**config.mk**
```make
export PLATFORM = sky130hd
export DESIGN_NAME = muldiv_unit_flat
export DESIGN_NICKNAME = d
export VERILOG_FILES = /design/src/rtl/muldiv_pkg.sv /design/src/rtl/muldiv_if.sv /design/src/rtl/muldiv_sign_prep.sv /design/src/rtl/muldiv_unit.sv /design/src/flat_wrapper.sv
export SDC_FILE = /design/constraint.sdc
export NUM_CORES = 1
export LEC_CHECK = 0
export BUFFER_PORTS_ARGS = -buffer_cell sky130_fd_sc_hd__buf_2
export CORE_UTILIZATION = 30
export CTS_CLUSTER_SIZE = 14
export DETAILED_ROUTE_END_ITERATION = 6
export GPL_TIMING_DRIVEN = 0
export PLACE_DENSITY = 0.52
export SLEW_MARGIN = 25
export SYNTH_ARGS = -nofsm -noshare
export SYNTH_HDL_FRONTEND = slang
export SYNTH_SLANG_ARGS = --single-unit
export TNS_END_PERCENT = 1
```
**constraint.sdc**
```tcl
create_clock -name clk -period 4.45 [get_ports clk]
set_input_delay 0.445 -clock clk [delete_from_list [all_inputs] [get_ports clk]]
set_output_delay 0.445 -clock clk [all_outputs]
set_load 0.03 [all_outputs]
```
**src/rtl/muldiv_pkg.sv**
```systemverilog
// rtl/muldiv_pkg.sv - shared op/state enums and op-decoding helpers for the multiply/divide unit
package muldiv_pkg;

  typedef enum logic [2:0] {
    OP_MUL    = 3'b000,
    OP_MULH   = 3'b001,
    OP_MULHSU = 3'b010,
    OP_MULHU  = 3'b011,
    OP_DIV    = 3'b100,
    OP_DIVU   = 3'b101,
    OP_REM    = 3'b110,
    OP_REMU   = 3'b111
  } muldiv_op_e;

  typedef enum logic [1:0] {
    IDLE = 2'd0,
    CALC = 2'd1,
    DONE = 2'd2
  } muldiv_state_e;

  function automatic logic is_div(input muldiv_op_e op);
    return op inside {OP_DIV, OP_DIVU, OP_REM, OP_REMU};
  endfunction

  function automatic logic is_rem(input muldiv_op_e op);
    return op inside {OP_REM, OP_REMU};
  endfunction

  function automatic logic is_signed_a(input muldiv_op_e op);
    return op inside {OP_MULH, OP_MULHSU, OP_DIV, OP_REM};
  endfunction

  function automatic logic is_signed_b(input muldiv_op_e op);
    return op inside {OP_MULH, OP_DIV, OP_REM};
  endfunction

endpackage

```
**src/rtl/muldiv_if.sv**
```systemverilog
// rtl/muldiv_if.sv - request/response handshake bundle between the pipeline and the multiply/divide unit
interface muldiv_if #(parameter int XLEN = 32);
  import muldiv_pkg::*;

  logic            in_valid;
  logic            in_ready;
  muldiv_op_e      in_op;
  logic [XLEN-1:0] in_a;
  logic [XLEN-1:0] in_b;
  logic            out_valid;
  logic            out_ready;
  logic [XLEN-1:0] out_result;
  logic            busy;
  logic            flush;

  modport slave (
    input  in_valid, in_op, in_a, in_b, out_ready, flush,
    output in_ready, out_valid, out_result, busy
  );

  modport master (
    output in_valid, in_op, in_a, in_b, out_ready, flush,
    input  in_ready, out_valid, out_result, busy
  );

endinterface

```
**src/rtl/muldiv_sign_prep.sv**
```systemverilog
// rtl/muldiv_sign_prep.sv - operand magnitudes, result signs and divide special-case detection
module muldiv_sign_prep
  import muldiv_pkg::*;
#(
  parameter int XLEN = 32
) (
  input  muldiv_op_e      op,
  input  logic [XLEN-1:0] a,
  input  logic [XLEN-1:0] b,
  output logic [XLEN-1:0] mag_a,
  output logic [XLEN-1:0] mag_b,
  output logic            neg_q,
  output logic            neg_r,
  output logic            special,
  output logic [XLEN-1:0] special_result
);

  logic sign_a;
  logic sign_b;
  logic div_zero;
  logic overflow;

  always_comb begin
    sign_a = is_signed_a(op) && a[XLEN-1];
    sign_b = is_signed_b(op) && b[XLEN-1];
    // One extra bit so the most-negative value negates to its true magnitude.
    mag_a = XLEN'(({sign_a, a} ^ {(XLEN+1){sign_a}}) + (XLEN+1)'(sign_a));
    mag_b = XLEN'(({sign_b, b} ^ {(XLEN+1){sign_b}}) + (XLEN+1)'(sign_b));
    neg_q = sign_a ^ sign_b;
    neg_r = sign_a;

    div_zero = is_div(op) && (b == '0);
    overflow = (op inside {OP_DIV, OP_REM}) && (a == {1'b1, {(XLEN-1){1'b0}}}) && (b == '1);
    special  = div_zero || overflow;

    if (div_zero) special_result = is_rem(op) ? a : '1;
    else          special_result = is_rem(op) ? '0 : a;
  end

endmodule

```
**src/rtl/muldiv_unit.sv**
```systemverilog
// rtl/muldiv_unit.sv - iterative radix-2 RV32M multiply/divide unit with valid/ready handshake and flush
module muldiv_unit
  import muldiv_pkg::*;
#(
  parameter int XLEN = 32
) (
  input  logic     clk,
  input  logic     rst,
  muldiv_if.slave  bus
);

  localparam int CW = $clog2(XLEN + 1);

  muldiv_state_e   state, state_n;
  muldiv_op_e      op_q;
  logic [CW-1:0]   count;
  logic [XLEN-1:0] hi;
  logic [XLEN-1:0] lo;
  logic [XLEN-1:0] dvs;
  logic            neg_q_q;
  logic            neg_r_q;
  logic            out_valid_q;
  logic            busy_q;
  logic [XLEN-1:0] result_q;

  logic [XLEN-1:0] p_mag_a, p_mag_b, p_special_result;
  logic            p_neg_q, p_neg_r, p_special;

  logic              accept;
  logic [XLEN:0]     mul_sum;
  logic [XLEN:0]     div_shift;
  logic [XLEN:0]     div_diff;
  logic              div_ge;
  logic [2*XLEN-1:0] prod_raw, prod;
  logic [XLEN-1:0]   quo, rem;
  logic [XLEN-1:0]   final_result;

  muldiv_sign_prep #(.XLEN(XLEN)) u_prep (
    .op             (bus.in_op),
    .a              (bus.in_a),
    .b              (bus.in_b),
    .mag_a          (p_mag_a),
    .mag_b          (p_mag_b),
    .neg_q          (p_neg_q),
    .neg_r          (p_neg_r),
    .special        (p_special),
    .special_result (p_special_result)
  );

  assign accept = bus.in_valid && (state == IDLE) && !bus.flush;

  always_comb begin
    state_n = state;
    unique case (state)
      IDLE:    if (accept) state_n = p_special ? DONE : CALC;
      CALC:    if (count == '0) state_n = DONE;
      DONE:    if (out_valid_q && bus.out_ready) state_n = IDLE;
      default: state_n = IDLE;
    endcase
    if (bus.flush) state_n = IDLE;
  end

  always_comb begin
    mul_sum   = {1'b0, hi} + (lo[0] ? {1'b0, dvs} : '0);
    div_shift = {hi, lo[XLEN-1]};
    // Partial remainder stays below the divisor, so the difference fits signed XLEN+1 bits.
    div_diff  = div_shift - {1'b0, dvs};
    div_ge    = !div_diff[XLEN];

    prod_raw = {hi, lo};
    prod     = neg_q_q ? -prod_raw : prod_raw;
    quo      = neg_q_q ? -lo : lo;
    rem      = neg_r_q ? -hi : hi;

    unique case (op_q)
      OP_MUL:                        final_result = prod[XLEN-1:0];
      OP_MULH, OP_MULHSU, OP_MULHU:  final_result = prod[2*XLEN-1:XLEN];
      OP_DIV, OP_DIVU:               final_result = quo;
      default:                       final_result = rem;
    endcase
  end

  always_ff @(posedge clk) begin
    if (rst) begin
      state       <= IDLE;
      op_q        <= OP_MUL;
      count       <= '0;
      hi          <= '0;
      lo          <= '0;
      dvs         <= '0;
      neg_q_q     <= 1'b0;
      neg_r_q     <= 1'b0;
      out_valid_q <= 1'b0;
      busy_q      <= 1'b0;
      result_q    <= '0;
    end else begin
      state  <= state_n;
      busy_q <= (state_n != IDLE);
      if (bus.flush) begin
        out_valid_q <= 1'b0;
      end else begin
        unique case (state)
          IDLE: if (accept) begin
            op_q    <= bus.in_op;
            neg_q_q <= p_neg_q;
            neg_r_q <= p_neg_r;
            count   <= CW'(XLEN);
            hi      <= '0;
            // lo holds the multiplier or the dividend; dvs the multiplicand or the divisor.
            lo      <= is_div(bus.in_op) ? p_mag_a : p_mag_b;
            dvs     <= is_div(bus.in_op) ? p_mag_b : p_mag_a;
            if (p_special) result_q <= p_special_result;
          end
          CALC: begin
            if (count == '0) begin
              result_q    <= final_result;
              out_valid_q <= 1'b1;
            end else begin
              count <= count - CW'(1);
              if (is_div(op_q)) begin
                hi <= div_ge ? div_diff[XLEN-1:0] : div_shift[XLEN-1:0];
                lo <= {lo[XLEN-2:0], div_ge};
              end else begin
                hi <= mul_sum[XLEN:1];
                lo <= {mul_sum[0], lo[XLEN-1:1]};
              end
            end
          end
          DONE: begin
            if (!out_valid_q)        out_valid_q <= 1'b1;
            else if (bus.out_ready)  out_valid_q <= 1'b0;
          end
          default: out_valid_q <= 1'b0;
        endcase
      end
    end
  end

  assign bus.in_ready   = (state == IDLE);
  assign bus.out_valid  = out_valid_q;
  assign bus.out_result = result_q;
  assign bus.busy       = busy_q;

endmodule

```
**src/flat_wrapper.sv**
```systemverilog
// flat-port wrapper written by rule: the top's interface ports become plain ports
module muldiv_unit_flat import muldiv_pkg::*;
#(
  parameter int XLEN = 32
)
  (clk, rst, bus_in_valid, bus_in_op, bus_in_a, bus_in_b, bus_out_ready, bus_flush, bus_in_ready, bus_out_valid, bus_out_result, bus_busy);
  muldiv_if #(.XLEN(XLEN)) bus_i ();
  input  logic clk;
  input  logic rst;
  input wire logic [$bits(bus_i.in_valid)-1:0] bus_in_valid;
  input wire logic [$bits(bus_i.in_op)-1:0] bus_in_op;
  input wire logic [$bits(bus_i.in_a)-1:0] bus_in_a;
  input wire logic [$bits(bus_i.in_b)-1:0] bus_in_b;
  input wire logic [$bits(bus_i.out_ready)-1:0] bus_out_ready;
  input wire logic [$bits(bus_i.flush)-1:0] bus_flush;
  output wire logic [$bits(bus_i.in_ready)-1:0] bus_in_ready;
  output wire logic [$bits(bus_i.out_valid)-1:0] bus_out_valid;
  output wire logic [$bits(bus_i.out_result)-1:0] bus_out_result;
  output wire logic [$bits(bus_i.busy)-1:0] bus_busy;
  assign bus_i.in_valid = bus_in_valid;
  assign bus_i.in_op = bus_in_op;
  assign bus_i.in_a = bus_in_a;
  assign bus_i.in_b = bus_in_b;
  assign bus_i.out_ready = bus_out_ready;
  assign bus_i.flush = bus_flush;
  assign bus_in_ready = bus_i.in_ready;
  assign bus_out_valid = bus_i.out_valid;
  assign bus_out_result = bus_i.out_result;
  assign bus_busy = bus_i.busy;
  muldiv_unit #(.XLEN(XLEN)) u_core (.clk(clk), .rst(rst), .bus(bus_i));
endmodule
```
==> flow_summary.json <==
{
  "antenna_found_initial": 2,
  "cpMostUsedCell": "buf_2",
  "synth_flop_cell": "dfxtp_1",
  "die_x_microns": 238,
  "cp_num_buf_inv": 4,
  "rsz0062_at_grt": "no",
  "critPathTopFamily": "simple AND/OR/NAND/NOR gates",
  "relSlewSlack": 0.217,
  "die_y_microns": 238,
  "clk_latency_ps": 470,
  "power.static_leakage_nw": 6.97,
  "initial_core_util": 0.303,
  "via_count": 19500,
  "slowest_delay_ps": 690,
  "io_buffers": 80,
  "async_flop_share": 0,
  "critical_path_class": "reg2reg",
  "outcome": "finished, final reports clean",
  "clkTransAtPathRegs_ps": 70,
  "wl_per_cell_microns": 24.7,
  "seqPwrFrac": 0.315,
  "drive_above_1_share": 0.0940,
  "finalWorstSetupSlack_ps": 111,
  "grt_usage": 0.276,
  "root_buffer": "clkbuf_16",
  "p_sw_mw": 1.74,
  "core_region_area_sq_um": 55000,
  "whs_ps": 441,
  "cts_made_buffers": 17,
  "fmax_ghz": 0.230,
  "hold_class": "in2reg",
  "setup_viol": 0,
  "cellInternalPower_mw": 2.69,
  "tightest_slew_ps": 1170,
  "crit_chain": "inv_1 > buf_2 > ha_1 > or4b_2 > nor4_2 > and2_1 > buf_2 > nand2_2 > buf_2 > o41ai_2 > xnor2_1 > a21oi_1 > o31ai_1",
  "cts_tree": "built",
  "cp_max_fo": 10,
  "dieArea_sq_um": 56600,
  "vias_per_cell": 6.03,
  "rows": 86,
  "syn_area_per_cell_sq_um": 7.06,
  "pwr_density_cell_nw_per_um2": 235,
  "synth_area_leaders": "dfxtp_1, xnor2_1, ha_1, nand2_1, o21ai_0",
  "synth_cell_types": 98,
  "drcViolationCount": 0,
  "io_pins": 107,
  "grt_pass1_vias": 18000,
  "place.gp.congestion": 1.05,
  "syn_area_sq_um": 16700,
  "fillCellCount": 6009,
  "area_growth_pct": 12.7,
  "arrival_ps": 4660,
  "crit_required_ps": 4770,
  "ys.warnings.count": 0,
  "worst_r2r_path_depth": 13,
  "wl_mm": 79.8,
  "clock_power_share": 0.354,
  "layout.nets": 2616,
  "ys_ff_latch": 143,
  "place_area_sq_um": 18000,
  "switching_share": 0.392,
  "synth_area_leader_cell": "dfxtp_1",
  "antenna_left": 0,
  "finClkSkew_ps": 21.7,
  "final_util": 0.342,
  "grt_max_degree": 20,
  "cp.depth": 13,
  "finalMaxSlewViolations": 0,
  "cts_hold_buf": 0,
  "grt_first_pass_wirelength_mm": 117,
  "drt_first_iter_violations": 2224,
  "synth.net_count": 2513,
  "maxCapViolCount": 0,
  "ys_seq_area_frac": 0.172,
  "netlist_instances": 2363,
  "place_ws_ps": -2050,
  "tns_ps": 0,
  "clock_sinks": 143,
  "cp-start-kind": "flip-flop",
  "min_period_ps": 4340,
  "fin_crit_sh": 0.975,
  "holdPathStages": 3,
  "crit_path_top_delay_cell": "or4b_2",
  "place_hpwl_mm": 63.2,
  "clock_path_buffers": 2,
  "hold_viol_final": 0,
  "gr-total-overflow": 0,
  "ff2ff_setup_slack_ps": 110,
  "postLayoutCellArea_sq_um": 18800,
  "drtPass1Iterations": 7,
  "irDropWorstVdd_mv": 0.234,
  "cts_max_level": 4,
  "synth_top_area_frac": 0.172,
  "combPwrFrac": 0.331,
  "synth_edf_count": 0,
  "endpoint_kind": "flip-flop"
}
==> worst min-delay path, stage by stage <==
cell and delay (ps):
buf_2 110, xor2_1 140, o211ai_1 160
==> cells in the final DEF, fill, tap and decap left out, types with 24 or more instances in the layout <==
| master | count |
|---|---|
| o21ai_0 | 172 |
| a211oi_1 | 51 |
| mux2i_1 | 62 |
| nand2b_1 | 24 |
| clkbuf_1 | 150 |
| xor2_1 | 75 |
| nand3_1 | 57 |
| o31ai_1 | 44 |
| a21oi_1 | 169 |
| ha_1 | 73 |
| nor4_1 | 26 |
| nand4_1 | 34 |
| o211ai_1 | 31 |
| a21o_1 | 26 |
| nor2_1 | 213 |
| inv_1 | 83 |
| buf_2 | 98 |
| xnor2_1 | 133 |
| nor3_1 | 50 |
| nand2_1 | 242 |
| dfxtp_1 | 143 |
==> synthesized netlist by cell type, drive strengths merged, types with 19 or more instances <==
cell type,number
buf,41
xor2,75
o31ai,45
a22oi,23
dfxtp,143
nand3,61
mux2i,62
nor2,215
mux2,19
nand2,243
nand2b,24
o211ai,31
a21oi,169
o221ai,21
a31oi,22
nor3,51
o21ai,187
a21o,26
ha,76
xnor2,135
or3,20
inv,84
clkbuf,160
nor4,33
a211oi,55
nand4,35
==> per-layer routing <==
| metal | wire length, microns | vias up | track usage | share of wire |
|---|---|---|---|---|
| met5 | 0 | - | 0 | 0 |
| met4 | 4610 | 0 | 0.150 | 0.058 |
| met3 | 6830 | 223 | 0.0507 | 0.086 |
| met2 | 34800 | 973 | 0.426 | 0.44 |
| met1 | 33600 | 9362 | 0.363 | 0.42 |
| li1 | - | 8905 | - | - |
==> worst paths after layout <==
check	to	from
min reg2reg	u_core.bus.out_result[5]	u_core.bus.out_result[5]
max reg2reg	u_core.bus.out_result[16]	u_core.lo[0]
min	u_core.dvs[29]	bus_in_b[29]
max	u_core.bus.out_result[16]	u_core.lo[0]
==> flip-flops by register name, summed over array words and instances, names as in the netlist, 2 cells and up <==
signal	cells
u_core.lo	32
u_core.count	6
u_core.bus.out_result	32
u_core.hi	32
u_core.op_q	3
u_core.state	2
u_core.dvs	32
==> cells by family after synthesis <==
logic type      synth area share
buf+inv                   0.0664
xor+xnor                   0.110
compound gates             0.307
mux                       0.0500
simple gates               0.235
flops                      0.172
fa+ha+maj                 0.0594
==> power groups by stage <==
stage               registers (mW)  logic [mW]  clock network [mW]
floorplan                     1.39       0.916                   0
global placement              1.42        1.39                   0
detailed placement            1.42        1.40                   0
CTS                           1.39        1.41                1.58
global route                  1.40        1.56                1.63
finish                        1.39        1.47                1.57
==> per-stage QoR <==
| step | total power [mW] | instances |
|---|---|---|
| final | 4.43 | 3230 |
| after global routing | 4.58 | 3226 |
| after CTS | 4.38 | 3222 |
| after detailed placement | 2.81 | 3191 |
| after global placement | 2.80 | 3191 |
| after floorplan | 2.31 | 2363 |
==> layout make-up <==
cell class	count	area, sq um	share of cell area
Antenna cell	4	10.0	0.000532
Clock buffer	18	429	0.0228
Clock inverter	13	178	0.00945
Inverter	86	323	0.0172
Timing Repair Buffer	87	453	0.0241
Tap cell	748	936	0.0498
Sequential cell	143	2860	0.152
Buffer	198	806	0.0428
Multi-Input combinational cell	1933	12800	0.681
==> timing repair <==
item,in CTS,in global routing
resized for setup,32,14
pin swaps,2,5
endpoints found under the setup margin,100,57
buffers inserted,2,5
Note: power is estimated with default switching activity, not from simulation.
